## src/rtl/bcd_counter_segdis_mux.sv

```systemverilog
// bcd_counter_segdis_mux: prescaled multi-digit BCD counter with multiplexed 7-segment display driver
// Ports: mclk clock; rst sync active-high reset; en count enable (gates prescaler and counting only);
//   bcd registered digit vector (digit 0 in [3:0]); carry one-cycle pulse on wrap to all zeros;
//   seg_com active-low one-hot digit select; seg_data {dp,g,f,e,d,c,b,a} active-high segments.
module bcd_counter_segdis_mux #(
  parameter int NUM_DIGITS = 2,
  parameter int TOP_MOD = 6,
  parameter int TICK_DIV = 50000000,
  parameter int SCAN_DIV = 50000
) (
  input  logic                    mclk,
  input  logic                    rst,
  input  logic                    en,
  output logic [4*NUM_DIGITS-1:0] bcd,
  output logic                    carry,
  output logic [7:0]              seg_com,
  output logic [7:0]              seg_data
);
  localparam int TW = TICK_DIV > 1 ? $clog2(TICK_DIV) : 1;
  localparam int SW = SCAN_DIV > 1 ? $clog2(SCAN_DIV) : 1;
  localparam int IW = NUM_DIGITS > 1 ? $clog2(NUM_DIGITS) : 1;
  logic [TW-1:0] tick_cnt;
  logic [SW-1:0] scan_cnt;
  logic [IW-1:0] scan_idx;
  logic tick, scan_adv;
  logic [NUM_DIGITS:0] cy;
  logic [4*NUM_DIGITS-1:0] bcd_nxt;
  logic [3:0] cur;
  logic [7:0] seg;
  assign tick = en && tick_cnt == TW'(TICK_DIV - 1);
  assign scan_adv = scan_cnt == SW'(SCAN_DIV - 1);
  assign cy[0] = tick;
  // Ripple carry: a digit rolls over only when it is at its maximum and receives a carry-in.
  for (genvar k = 0; k < NUM_DIGITS; k++) begin : g_dig
    localparam logic [3:0] MAX = k == NUM_DIGITS - 1 ? 4'(TOP_MOD - 1) : 4'd9;
    logic [3:0] d;
    assign d = bcd[4*k +: 4];
    assign cy[k+1] = cy[k] && d == MAX;
    assign bcd_nxt[4*k +: 4] = !cy[k] ? d : cy[k+1] ? 4'd0 : d + 4'd1;
  end
  assign cur = bcd[{scan_idx, 2'b00} +: 4];
  always_comb begin
    seg = 8'h00;
    case (cur)
      4'd0: seg = 8'h3F;
      4'd1: seg = 8'h06;
      4'd2: seg = 8'h5B;
      4'd3: seg = 8'h4F;
      4'd4: seg = 8'h66;
      4'd5: seg = 8'h6D;
      4'd6: seg = 8'h7D;
      4'd7: seg = 8'h07;
      4'd8: seg = 8'h7F;
      4'd9: seg = 8'h67;
      default: seg = 8'h00;
    endcase
  end
  always_ff @(posedge mclk) begin
    if (rst) begin
      tick_cnt <= '0;
      bcd <= '0;
      carry <= 1'b0;
      scan_cnt <= '0;
      scan_idx <= '0;
      seg_com <= 8'hFE;
      seg_data <= 8'h3F;
    end else begin
      tick_cnt <= !en ? tick_cnt : tick ? '0 : tick_cnt + 1'b1;
      bcd <= bcd_nxt;
      carry <= cy[NUM_DIGITS];
      scan_cnt <= scan_adv ? '0 : scan_cnt + 1'b1;
      scan_idx <= !scan_adv ? scan_idx : scan_idx == IW'(NUM_DIGITS - 1) ? '0 : scan_idx + 1'b1;
      // Display registers sample pre-increment digits, so com and data always agree.
      seg_com <= ~(8'd1 << scan_idx);
      seg_data <= seg;
    end
  end
endmodule

```

## config.mk

```make
export PLATFORM = sky130hd
export DESIGN_NAME = bcd_counter_segdis_mux
export DESIGN_NICKNAME = d
export VERILOG_FILES = /design/src/rtl/bcd_counter_segdis_mux.sv
export SDC_FILE = /design/constraint.sdc
export NUM_CORES = 1
export LEC_CHECK = 0
export ABC_AREA = 1
export CORE_MARGIN = 10
export CORE_UTILIZATION = 62
export CTS_CLUSTER_DIAMETER = 120
export DETAILED_ROUTE_END_ITERATION = 8
export PLACE_DENSITY = 0.93
export SLEW_MARGIN = 20
export SYNTH_ARGS = -nofsm -noshare
export SYNTH_HDL_FRONTEND = slang
export SYNTH_SLANG_ARGS = --single-unit
```

## constraint.sdc

```tcl
create_clock -name mclk -period 3.9 [get_ports mclk]
set_input_delay 0.78 -clock mclk [delete_from_list [all_inputs] [get_ports mclk]]
set_output_delay 0.78 -clock mclk [all_outputs]
set_load 0.03 [all_outputs]
```

Word level (Yosys, flattened, before mapping) --
Memories as Yosys holds them, arrays and structs flattened. A register that Yosys moved wholly into a read port is not among the register bits. Index checks and enable logic that the tools add are counted.
Storage, ports and cells: input bits 3, output and inout bits 25, flip-flop bits (word level) 68, memories kept 1, ROM bits 112, word-level logic and storage cells 29
Operators by class: equality and inequality tests 4, add/subtract/negate cells 5, mux-type cells 4, shifts and indexed selects 2, bitwise gates (word level) 1, reductions and logical operators 4
Memory list:
- (name not given) | words 16, bits a word 7, read ports 1, clocked after Yosys merged registers in 1, write ports 0, RTL line 44 | case (cur)
Operators by type and width (number):
- 26-bit by 1-bit adder with 26-bit output, second input constant | 1
- 26-bit == test, second input constant | 1
- 26-bit two-way mux | 1
- 16-bit by 1-bit adder with 16-bit output, second input constant | 1
- 16-bit == test, second input constant | 1
- 4-bit by 1-bit adder with 4-bit output, second input constant | 2
- 4-bit two-way mux | 2
- 8-bit inverter | 1
- 8-bit by 4-bit indexed part select with 4-bit output | 1
- 1-bit by 1-bit << shifter with 8-bit output, first input constant | 1
- 4-bit by 3-bit == test with 1-bit output, second input constant | 1
- 4-bit == test, second input constant | 1
- 1-bit logical AND | 3
- 2-bit OR reduction | 1
- 1-bit adder, second input constant | 1
- 1-bit two-way mux | 1

Longest topological paths before layout --
word-level depth 5, gate-level depth with buffers 10, mapped depth without buffers 10

Worst setup path before layout --
Ideal clock, no wire load.
path type input port to flip-flop, start input en, end register tick_cnt[15], arrival time 1565 ps, buffers on the path 1, path slack 2219 ps, data required time 3784 ps, stages on the path 7, setup time 116 ps, path through nand2_1 nor2_1 nand3_2 nor2_4 nor2_4 buf_6 o211a_1
On the way: cells in the longest elaborated chain, start to end 2
RTL lines:
- from (decl) | RTL line 13 | input logic en,
- 1-bit logical AND | RTL line 30 | assign tick = en && tick_cnt == TW'(TICK_DIV - 1);
- 26-bit two-way mux | RTL line 68 | tick_cnt <= !en ? tick_cnt : tick ? '0 : tick_cnt + 1'b1;
- to (signal assigned) | RTL line 68
- to (decl) | RTL line 22 | logic [TW-1:0] tick_cnt;
Parallel ways exist; a longest one is shown, timed or not. A chain may end at the register's enable or synchronous reset.

Worst setup path in the final report --
start input rst, end register scan_cnt[10]
On the way: cells in the longest elaborated chain, start to end 1
RTL lines:
- from (decl) | RTL line 12 | input logic rst,
- 2-bit OR reduction (no source line)
- to (signal assigned) | RTL line 71 | scan_cnt <= scan_adv ? '0 : scan_cnt + 1'b1;
- to (decl) | RTL line 23 | logic [SW-1:0] scan_cnt;
Every way passes these cells.

==> qor.txt <==
STATUS
----------------------------------------------------------------------------------------
Outcome ................................................................... complete, no violations

DIE
----------------------------------------------------------------------------------------
Placement row count .......................................................           26
Core Region ...............................................................     5110 um2
Die X .....................................................................      92.4 um
Die boundary height .......................................................      92.4 um
Die ar. ...................................................................     8540 um2
Initial Utilization .......................................................        0.637
I/O pin cnt ...............................................................           28

DETAILED ROUTING
----------------------------------------------------------------------------------------
Detailed route wirelength on metal2 .......................................      3770 um
Antenna Nets Post-Route ...................................................            0
DRC violation count after routing .........................................            0
Iter 0 DRT Violations .....................................................          165
Length of routed wiring on met1 ...........................................      3160 um
Highest metal layer with signal wires .....................................         met4
First-pass iteration count of the detailed router .........................            5
DRT Wirelength ............................................................      7560 um
Via-to-Cell Ratio .........................................................         5.41
Routed wire length per instance ...........................................      13.1 um
Via Count .................................................................         3134
Routed met3 length ........................................................       498 um

LOGIC SYNTHESIS
----------------------------------------------------------------------------------------
Share of the yosys chip area belonging to registers .......................        0.375
Adder and majority cell fraction of the synthesized area ..................       0.0462
Post-synthesis average cell area ..........................................     6.76 um2
Synth top area share ......................................................        0.375
Main flop type after synthesis ............................................      dfxtp_1
Simple-gate area share of the yosys netlist ...............................        0.375
Post-synthesis compound-gate area fraction ................................       0.0785
Fraction of synthesized area in multiplexers ..............................            0
Dominant combinational cell family by area after synthesis ................ simple AND/OR/NAND/NOR gates
Yosys top cell by area ....................................................      dfxtp_1
Number of distinct library cells after synthesis ..........................           33
#FFs+latches synth ........................................................           61
Cells after Synth .........................................................          481
Number of synthesized flops with an enable pin ............................            0
Count of synthesis-stage warnings from yosys ..............................            0
Biggest area contributors in the synthesized netlist ...................... dfxtp_1, nand2_1, nor2_1
Fraction of registers with async set/reset ................................            0
XOR/XNOR share of the synthesized area ....................................       0.0188
Post-synthesis instance area ..............................................     3250 um2

POWER
----------------------------------------------------------------------------------------
Standby leakage power .....................................................   0.00146 uW
Total power density per cell area .........................................   353 nW/um2
IR Drop Worst-Case VDD ....................................................   0.000233 V

LAYOUT
----------------------------------------------------------------------------------------
Antenna cells .............................................................            0
Number of fill cells in the layout ........................................          395
Layout-stage area growth over the synthesis result ........................        13.6%
Final Net Count ...........................................................          519
Ratio of cells with drive above 1 in the final layout .....................       0.0589
Multi-input logic area ....................................................     1710 um2
Seq. cell area ............................................................     1220 um2

GLOBAL ROUTE
----------------------------------------------------------------------------------------
Global route total overflow ...............................................            0
Total Routing Usage GR ....................................................        0.184
Largest net degree at the start of global routing .........................           16
First-pass GRT wire length ................................................     13100 um
Number of global-route vias before repair .................................         3048
Number of antenna violations at the first check in global routing .........            0

STA
----------------------------------------------------------------------------------------
Final worst-path setup slack ..............................................      1.47 ns
Setup TNS .................................................................         0 ns
Number of setup violations in the final report ............................            0
Portion of the clock cycle consumed by the worst path in the final layout .        0.622
Fin crit period ...........................................................      2.43 ns
RSZ-0062 raised after global routing ......................................        false
Worst slew margin relative to its limit ...................................        0.516
Clock skew ................................................................   0.00725 ns
Worst-margin pin slew .....................................................     0.718 ns
Final count of hold timing violations .....................................            0
Max Clk Rate ..............................................................    0.412 GHz
Max-slew violation count ..................................................            0

WORST SETUP PATH
----------------------------------------------------------------------------------------
Critical path startpoint category .........................................    input pin
Cell at the slowest stage of the critical path ............................ clkdlybuf4s50_1
List of cells traversed by the critical path .............................. clkdlybuf4s50_1 > inv_1 > nand2_1 > a21oi_1 > o21a_1
CP max FO .................................................................           14
Crit path kind ............................................................ input pin to flop
Reg-to-reg setup timing slack .............................................      1.87 ns
Stage delay of the slowest cell on the critical path ......................      0.69 ns
Endpoint kind of the worst setup timing path ..............................         flop
Required time of the critical path ........................................      4.20 ns
WP data arrival ...........................................................      2.73 ns

PLACE
----------------------------------------------------------------------------------------
DP Worst Slack ............................................................      1.17 ns
HPWL after detailed placement .............................................      5470 um
Weighted congestion reported at the end of routability-driven placement ...        0.921
PortBufs ..................................................................           20

CLOCK NETWORK
----------------------------------------------------------------------------------------
Number of H-tree levels ...................................................            3
Number of buffers created by CTS ..........................................            9
Clock slew at reported path FFs ...........................................      0.07 ns
Root buffer cell ..........................................................     clkbuf_8
Clock latency on the worst-skew pair ......................................      0.35 ns
Clock sink count ..........................................................           61
CTS max path bufs .........................................................            2
PostCTS Resize Cnt ........................................................            0
Clock tree from TritonCTS .................................................          yes
Count of hold buffers inserted by post-cts repair .........................            0
Buffers inserted during post-CTS setup optimization .......................            0

WORST HOLD PATH
----------------------------------------------------------------------------------------
Hold Path Class ........................................................... flop to flop

JOB
----------------------------------------------------------------------------------------
Max-cap violation count ...................................................            0

[cell usage in the layout, fill, tap and decap left out, types with 15 or more instances in the layout]
| cell type | n |
|---|---|
| clkdlybuf4s50_1 | 20 |
| inv_1 | 63 |
| dfxtp_1 | 61 |
| a21oi_1 | 18 |
| nand3_1 | 37 |
| nor2_1 | 86 |
| nand2_1 | 104 |
| o21ai_0 | 15 |
| nor3_1 | 18 |
[logic make-up after synthesis]
group                      Yosys count
and+or+nand+nor                    275
buffers and inverters               79
DFF                                 61
AOI/OAI and AO/OA                   45
adders and majority gates           12
xor gates and xnor gates             7
other                                2
[report_power, final]
part           total [uW]  switching (uW)  internal, uW
Combinational        38.3            30.0          8.34
Clock                 633             258           376
Sequential            631            3.72           627
Total                1300             292          1010
[state kept, by name (all words and copies together), names as in the netlist]
| signal | flops |
|---|---|
| tick_cnt | 26 |
| carry | 1 |
| scan_cnt | 16 |
| seg_data | 7 |
| seg_com | 2 |
| bcd | 8 |
| scan_idx | 1 |
[metal layers]
metal,vias up,track usage
met5,-,0
met4,0,0.0746
met3,13,0.0718
met2,111,0.319
met1,1448,0.197
li1,1562,-
[per-stage QoR]
| step | util | instances | hold slack, ns | total power (uW) | instance area (um2) |
|---|---|---|---|---|---|
| 2_1_floorplan | - | 486 | 0.417 | 681 | 3270 |
| 3_3_place_gp | 0.680 | 563 | 0.427 | 681 | 3470 |
| 3_5_place_dp | 0.680 | 563 | 0.444 | 682 | 3470 |
| 4_1_cts | 0.723 | 579 | 0.454 | 1300 | 3690 |
| 5_1_grt | 0.723 | 579 | 0.472 | 1350 | 3690 |
| 6_report | 0.723 | 579 | 0.451 | 1300 | 3690 |
[worst paths after layout]
path / startpoint / end / depth (start not counted)
min reg2reg: scan_cnt[0] / scan_cnt[0] / 1
min: scan_cnt[0] / scan_cnt[0] / 1
max: rst / scan_cnt[10] / 5
max reg2reg: scan_idx / seg_data[6] / 8
[critical path, delay by kind of cell]
family / cells / cell delay (ns)
buf+inv: 2 / 1.14
compound gates: 2 / 0.39
simple gates: 1 / 0.41
[cell type report]
class	count	area share
Clock buffer	10	0.0373
Clock inverter	6	0.0234
Inverter	66	0.0671
Multi-Input combinational cell	346	0.464
Sequential cell	61	0.331
Tap cell	70	0.0237
Timing Repair Buffer	20	0.0542
[cells in the mapped netlist (3+ instances only)]
library cell / number
nand4_1: 12
inv_2: 3
nand2_1: 104
nor2_1: 86
inv_1: 63
nor3_1: 18
nand2_2: 3
xor2_1: 6
o21a_1: 3
dfxtp_1: 61
a21oi_1: 18
o21ai_0: 15
nand3_1: 37
buf_4: 8
nor2_4: 4
ha_1: 12
nor3b_1: 4
Note: power is estimated with default switching activity, not from simulation.
